$ cat src/rtl/fusion_seq.sv
// Dot-product sequencer for a single fusion unit: latches config, streams operand pairs, accumulates psums.
// Optional saturating accumulator enabled by defining FUSION_SEQ_SAT_EN; default build wraps modulo 2^ACC_W.
module fusion_seq #(
  parameter int LEN_W = 8,
  parameter int ACC_W = 32
) (
  input  logic             clk,
  input  logic             rst_n,
  input  logic             start,
  input  logic [2:0]       cfg_in_width,
  input  logic [2:0]       cfg_weight_width,
  input  logic             cfg_s_in,
  input  logic             cfg_s_weight,
  input  logic [LEN_W-1:0] cfg_len,
  output logic             busy,
  input  logic             op_valid,
  output logic             op_ready,
  input  logic [3:0]       op_in,
  input  logic [3:0]       op_weight,
  output logic [3:0]       fu_in,
  output logic [3:0]       fu_weight,
  output logic [2:0]       fu_in_width,
  output logic [2:0]       fu_weight_width,
  output logic             fu_s_in,
  output logic             fu_s_weight,
  input  logic [17:0]      fu_psum,
  output logic             res_valid,
  input  logic             res_ready,
  output logic [ACC_W-1:0] res_data
);

  typedef enum logic [1:0] {IDLE, RUN, DRAIN, DONE} state_t;

  state_t           state;
  logic [LEN_W-1:0] remain;
  logic [ACC_W-1:0] acc;
  logic [ACC_W-1:0] addend;
  logic [ACC_W-1:0] acc_next;
  logic             issue_q;
  logic             signed_mode;
  logic             beat;

  assign signed_mode = fu_s_in | fu_s_weight;
  assign busy        = (state != IDLE);
  assign op_ready    = (state == RUN) && (remain != '0);
  assign beat        = op_valid & op_ready;
  assign fu_in       = beat ? op_in : 4'd0;
  assign fu_weight   = beat ? op_weight : 4'd0;
  assign res_data    = acc;
  assign addend      = signed_mode ? ACC_W'(signed'(fu_psum)) : ACC_W'(fu_psum);

`ifdef FUSION_SEQ_SAT_EN
  logic [ACC_W:0]   sum_ext;
  logic [ACC_W-1:0] sat_val;
  logic             ovf;
  logic             sat_q;

  // NOTE: every always_comb output gets a default first so no path can infer a latch.
  always_comb begin
    sum_ext = '0;
    sat_val = '1;
    ovf     = 1'b0;
    if (signed_mode) begin
      sum_ext = {acc[ACC_W-1], acc} + {addend[ACC_W-1], addend};
      ovf     = sum_ext[ACC_W] ^ sum_ext[ACC_W-1];
      sat_val = sum_ext[ACC_W] ? {1'b1, {(ACC_W-1){1'b0}}} : {1'b0, {(ACC_W-1){1'b1}}};
    end else begin
      sum_ext = {1'b0, acc} + {1'b0, addend};
      ovf     = sum_ext[ACC_W];
    end
    // A saturated accumulator is pinned at its limit until the next job.
    acc_next = sat_q ? acc : (ovf ? sat_val : sum_ext[ACC_W-1:0]);
  end
`else
  assign acc_next = acc + addend;
`endif

  // NOTE: sequential state uses non-blocking assignments so every register samples pre-edge values.
  always_ff @(posedge clk or negedge rst_n) begin
    if (!rst_n) begin
      state           <= IDLE;
      remain          <= '0;
      acc             <= '0;
      issue_q         <= 1'b0;
      res_valid       <= 1'b0;
      fu_in_width     <= '0;
      fu_weight_width <= '0;
      fu_s_in         <= 1'b0;
      fu_s_weight     <= 1'b0;
`ifdef FUSION_SEQ_SAT_EN
      sat_q           <= 1'b0;
`endif
    end else begin
      // The fusion unit's psum lags its operands by one cycle, tracked by issue_q.
      if (issue_q) begin
        acc <= acc_next;
`ifdef FUSION_SEQ_SAT_EN
        sat_q <= sat_q | ovf;
`endif
      end
      issue_q <= beat;

      case (state)
        IDLE: begin
          if (start) begin
            fu_in_width     <= cfg_in_width;
            fu_weight_width <= cfg_weight_width;
            fu_s_in         <= cfg_s_in;
            fu_s_weight     <= cfg_s_weight;
            remain          <= cfg_len;
            acc             <= '0;
            issue_q         <= 1'b0;
`ifdef FUSION_SEQ_SAT_EN
            sat_q           <= 1'b0;
`endif
            if (cfg_len != '0) begin
              state <= RUN;
            end else begin
              state     <= DONE;
              res_valid <= 1'b1;
            end
          end
        end
        RUN: begin
          if (beat) begin
            remain <= remain - LEN_W'(1);
            if (remain == LEN_W'(1)) state <= DRAIN;
          end
        end
        DRAIN: begin
          state     <= DONE;
          res_valid <= 1'b1;
        end
        DONE: begin
          if (res_ready) begin
            state     <= IDLE;
            res_valid <= 1'b0;
          end
        end
        default: state <= IDLE;
      endcase
    end
  end

endmodule

$ cat config.mk
export PLATFORM = sky130hd
export DESIGN_NAME = fusion_seq
export DESIGN_NICKNAME = d
export VERILOG_FILES = /design/src/rtl/fusion_seq.sv
export SDC_FILE = /design/constraint.sdc
export NUM_CORES = 1
export LEC_CHECK = 0
export ABC_AREA = 1
export ABC_CLOCK_PERIOD_IN_PS = 2500
export BUFFER_PORTS_ARGS = -buffer_cell sky130_fd_sc_hd__buf_2
export CAP_MARGIN = 20
export CORE_AREA = 4 4 106 108
export DETAILED_ROUTE_END_ITERATION = 8
export DIE_AREA = 0 0 110 112
export PLACE_DENSITY = 0.78
export SLEW_MARGIN = 20
export SYNTH_ARGS = -nofsm -noshare
export SYNTH_HDL_FRONTEND = slang
export SYNTH_SLANG_ARGS = --single-unit
$ cat constraint.sdc
create_clock -name clk -period 2.5 [get_ports clk]
set_input_delay 0.25 -clock clk [delete_from_list [all_inputs] [get_ports clk]]
set_output_delay 0.25 -clock clk [all_outputs]
set_load 0.05 [all_outputs]
# Yosys cells after proc, flatten, opt, wreduce, memory -nomap -nowiden

Index checks and enable logic that the tools add are counted.

Memory bits (writable): 0
Output and inout bits: 51
Latch bits: 0
Memory bits (read-only): 0
Input bits: 47
Memories: 0
Word-level logic and storage cells: 54
Register bits after elaboration: 52

Multipliers: 0
Bitwise gates (word level): 2
Reductions and logical operators: 11
Eq/ne operators: 9
$add $sub $neg: 2
$lt $le $gt $ge: 0
Muxes and demuxes: 21
Div/mod/pow operators: 0
Shifts and indexed selects: 0

Operator list:

| operator                                               | count |
|---|---|
| two-way mux 32 bit                                     | 4 |
| adder 32 bit                                           | 1 |
| two-way mux 8 bit                                      | 2 |
| case mux 8 bit (2 select lines)                        | 1 |
| nonzero test 8 bit                                     | 2 |
| two-way mux 2 bit                                      | 5 |
| == test 8 x 1 -> 1 bit (second input constant)         | 1 |
| two-way mux 4 bit                                      | 2 |
| inequality test 2 bit (second input constant)          | 4 |
| case mux 2 bit (4 select lines)                        | 1 |
| AND reduction 4 bit                                    | 2 |
| subtractor 8 x 1 -> 8 bit (second input constant)      | 1 |
| two-way mux 1 bit                                      | 5 |
| == test 2 bit (second input constant)                  | 2 |
| nonzero test 2 bit                                     | 2 |
| case mux 1 bit (3 select lines)                        | 1 |
| AND reduction 3 bit                                    | 1 |
| nonzero test 3 bit                                     | 1 |
| == test 2 x 1 -> 1 bit (second input constant)         | 1 |
| logical NOT 2 bit                                      | 1 |
| inequality test 2 x 1 -> 1 bit (second input constant) | 1 |
| AND reduction 2 bit                                    | 1 |
| AND 1 bit                                              | 1 |
| logical AND 1 bit                                      | 1 |
| OR 1 bit                                               | 1 |

# Depth between registers and ports, before layout

Depth after elaboration: 6
Mapped depth: 15
Gate-level depth less buffers: 15

# Worst setup path before layout

Ideal clock, no wire load.

Path kind: register -> register
Start: register fu_s_weight
End: register acc[27] (netlist: res_data[27])
Clock period less this slack: 2400 ps
Arrival time: 2288 ps
Slack: 100 ps
Setup time: 113 ps
Cell stages (with the launch flop): 13
Required time: 2387 ps
Path buffers: 0
Path through: dfrtp_1 o21ai_0 inv_1 ha_1 nand2_1 nor2_1 inv_1 nor3_1 nand2_1 nand3_1 nand3_1 nand2_1 inv_1

Longest elaborated chain between the ends: 6

RTL lines:

| what                   | line | source |
|---|---|---|
| from (decl)            | 25   | `output logic fu_s_weight,` |
| from (signal assigned) | 109  | `fu_s_weight <= cfg_s_weight;` |
| OR 1 bit *             | 43   | `assign signed_mode = fu_s_in \| fu_s_weight;` |
| two-way mux 32 bit *   | 50   | `assign addend = signed_mode ? ACC_W'(signed'(fu_psum)) : ACC_W'(fu_psum);` |
| adder 32 bit *         | 75   | `assign acc_next = acc + addend;` |
| two-way mux 32 bit *   | 95   | `if (issue_q) begin` |
| two-way mux 32 bit     | 105  | `if (start) begin` |
| two-way mux 32 bit *   | 103  | `case (state)` |
| to (signal assigned)   | 96   | `acc <= acc_next;` |
| to (decl)              | 36   | `logic [ACC_W-1:0] acc;` |

Mark *: on every way between the ends. The rest lies on a longest branch, timed or not.
A chain may end at the register's enable or synchronous reset.

# Worst setup path in the final report

Start: register acc[0] (netlist: res_data[0])
End: register acc[20] (netlist: res_data[20])

Longest elaborated chain between the ends: 4

RTL lines:

| what                 | line |
|---|---|
| adder 32 bit *       | 75 |
| two-way mux 32 bit * | 95 |
| two-way mux 32 bit   | 105 |
| two-way mux 32 bit * | 103 |

Marked as above.

==> flow_metrics.env <==
export IMPL_final_antenna_net_count=0
export IMPL_drive_gt1_frac=0.136
export IMPL_ios=98
export IMPL_hold_start="cfg_in_width[1]"
export IMPL_track_usage=0.220
export IMPL_ys_async_sr_fraction=1.00
export IMPL_fin_nets=1033
export IMPL_r2r_slack_ps=230
export IMPL_final_cells=1084
export IMPL_synth_seq_cells=52
export IMPL_synth_edf_count=0
export IMPL_cts_buffers=5
export IMPL_path_clk_slew_ps=100
export IMPL_synthTopCellsByCount="nand2_1, inv_1, nor2_1, nand3_1, dfrtp_1"
export IMPL_cp_required_ps=2720
export IMPL_vias_per_cell=4.79
export IMPL_total_power_mw=7.28
export IMPL_initial_core_util=0.490
export IMPL_grt_pass1_vias=4837
export IMPL_max_freq_mhz=441
export IMPL_worst_setup_path_end_kind="flip-flop"
export IMPL_syn_nets=935
export IMPL_cp_max_fo=5
export IMPL_drt_iter0_drc=259
export IMPL_drv_cap=0
export IMPL_max_vdd_ir_drop_uv=733
export IMPL_rows=37
export IMPL_clock_sinks=52
export IMPL_r2r_cells=12
export IMPL_postLayoutCoreUtil=0.567
export IMPL_synth_flop_cell="dfrtp_1"
export IMPL_syn_area_mm2=0.00501
export IMPL_synthCells=849
export IMPL_cpPeakStageDelay_ps=470
export IMPL_dp_cells=1075
export IMPL_die_area_mm2=0.0123
export IMPL_hold_class="in2reg"
export IMPL_post_cts_setup_buffer_count=0
export IMPL_crit_reg2reg_launch="res_data[0]$_DFF_PN0_"
export IMPL_placed_cell_area_mm2=0.00566
export IMPL_wire_per_inst_um=12.1
export IMPL_synth_top_area_cell="dfrtp_1"
export IMPL_r2r_end="res_data[20]$_DFF_PN0_"
export IMPL_post_route_period_util=0.907
export IMPL_antenna_found_initial=0
export IMPL_die_w_um=110
export IMPL_fillerInstances=1082
export IMPL_fin_skew_ps=6.25
export IMPL_die_h_um=112
export IMPL_num_vias=5195
export IMPL_crit_top_cell="nand3_1"
export IMPL_yosysMostFrequentCell="nand2_1"
export IMPL_diodes=0
export IMPL_drtPass1Iterations=5
export IMPL_io_buffers=97
export IMPL_dp_hpwl_um=10700
export IMPL_clock_path_buffers=2
export IMPL_cts_max_level=2
export IMPL_cts_tree="yes"
export IMPL_synth_area_leaders="dfrtp_1, nand2_1, inv_1"
export IMPL_outcome="finished, final reports clean"
export IMPL_hold_viol_final=0
export IMPL_synth_warning_count=0
export IMPL_synth_top_area_share=0.260
export IMPL_place_ws_ps=88.1
export IMPL_pwr_density_cell_mw_per_mm2=1260
export IMPL_slew_headroom=0.511
export IMPL_grt_pass1_wl_um=22000
export IMPL_critical_path_class="reg2reg"
export IMPL_power_leakage_nw=3.68
export IMPL_rsz0062_at_grt="yes"
export IMPL_fin_ws_ps=233
export IMPL_grt_max_degree=34
export IMPL_routed_wl_um=13100
export IMPL_cp_cell_sequence="ha_1, fa_1, nand3_1, nand3_1, nand3_1, nand3_1, nand3_1, nand2_1, nand2_1, nand3_1, nand2_1, inv_1"
export IMPL_synth_area_per_cell_um2=5.90
export IMPL_final_max_slew_violation_count=0
export IMPL_hold_path_endpoint="fu_in_width[1]$_DFFE_PN0P_"
export IMPL_ys_seq_area_frac=0.260
export IMPL_overflow=0
export IMPL_synth_cell_type_count=34
export IMPL_period_needed_ps=2270
export IMPL_root_buffer="clkbuf_8"
export IMPL_final_area_mm2=0.00580
export IMPL_coreArea_mm2=0.0102
export IMPL_syn_to_final_growth_pct=15.8
export IMPL_gp_congestion=0.944
export IMPL_crit_path_start_kind="flip-flop"
export IMPL_arrival_ps=2480
export IMPL_cp_slowest_cell="fa_1"
export IMPL_drc=0
export IMPL_hold_depth=3
export IMPL_worstMarginPinSlew_ps=734
export IMPL_worstSkewPairLatency_ps=310
export IMPL_finalSetupViolations=0
metrics by stage:
step | setup TNS [ps] | hold slack (ps)
2_1_floorplan | 0 | -45.6
3_3_place_gp | 0 | 280
3_5_place_dp | 0 | 282
4_1_cts | 0 | 118
5_1_grt | -4.44 | 122
6_report | 0 | 125
worst max-delay path, delay by kind of cell, from the launching register on:
family | cells | cell delay, ps
flip-flops | 1 | 400
buffers and inverters | 1 | 30
AND/OR/NAND/NOR | 9 | 1060
adder cells (fa/ha/maj) | 2 | 700
worst max path at each step:
stage	startpoint	to	slack, ps	cells past startpoint
2_1_floorplan	fu_s_weight$_DFFE_PN0P_	res_data[27]$_DFF_PN0_	100	12
3_3_place_gp	fu_s_weight$_DFFE_PN0P_	res_data[27]$_DFF_PN0_	180	12
3_5_place_dp	fu_s_weight$_DFFE_PN0P_	res_data[24]$_DFF_PN0_	90	12
4_1_cts	fu_s_weight$_DFFE_PN0P_	res_data[27]$_DFF_PN0_	50	12
5_1_grt	fu_s_weight$_DFFE_PN0P_	res_data[30]$_DFF_PN0_	-4	14
6_report	res_data[0]$_DFF_PN0_	res_data[20]$_DFF_PN0_	230	12
cell type report:
type | count | area [um^2] | share of cell area
multi-input combinational | 610 | 3000 | 0.517
sequential | 52 | 1300 | 0.224
inverter | 173 | 649 | 0.112
timing repair buffer | 105 | 561 | 0.0967
tap | 136 | 170 | 0.0293
clock buffer | 6 | 82.6 | 0.0142
clock inverter | 2 | 38.8 | 0.00669
logic make-up (layout without fill, tap and decap cells):
| group | Yosys count | count (layout) | synth area share |
|---|---|---|---|
| buf+inv | 187 | 286 | 0.143 |
| flops | 52 | 52 | 0.260 |
| xor+xnor | 10 | 10 | 0.0175 |
| fa+ha+maj | 39 | 39 | 0.0989 |
| compound gates | 74 | 74 | 0.0894 |
| simple gates | 487 | 487 | 0.391 |
sequential cells by signal, summed over array words and instances (netlist names):
register / cells
res_data: 32
state: 2
issue_q: 1
remain: 8
fu_in_width: 3
fu_weight_width: 3
res_valid: 1
fu_s_weight: 1
fu_s_in: 1
report_power, final:
group / leakage [nW] / internal, mW / switching [mW] / total (mW)
Clock: 0.0614 / 0.328 / 0.302 / 0.630
Sequential: 0.661 / 1.19 / 0.334 / 1.53
Combinational: 2.95 / 1.53 / 3.60 / 5.12
timing repair:
item / in CTS / in global routing
resized for setup: 0 / 4
endpoints found under the hold margin: 24 / 0
hold buffers: 1 / 0
setup endpoints to repair: 0 / 14
cells in the final DEF, fill, tap and decap left out, types with 4 or more instances in the layout:
master,Yosys,layout
xor2_1,9,9
o21ai_0,26,25
dfrtp_1,52,52
nor2_1,112,112
o211ai_1,5,5
nand4_1,4,4
a21oi_1,27,25
clkbuf_8,0,6
buf_2,1,97
nand3_1,57,57
o21ai_1,4,5
ha_1,38,38
nor3_1,4,4
nand2_1,299,299
buf_4,0,6
inv_1,172,171
metal layers:
metal  routed length (um)  global-route usage
met1                 6060               0.297
met2                 6060               0.362
met3                  698              0.0359
met4                  319              0.0574
met5                    0                   0
Note: power is estimated with default switching activity, not from simulation.
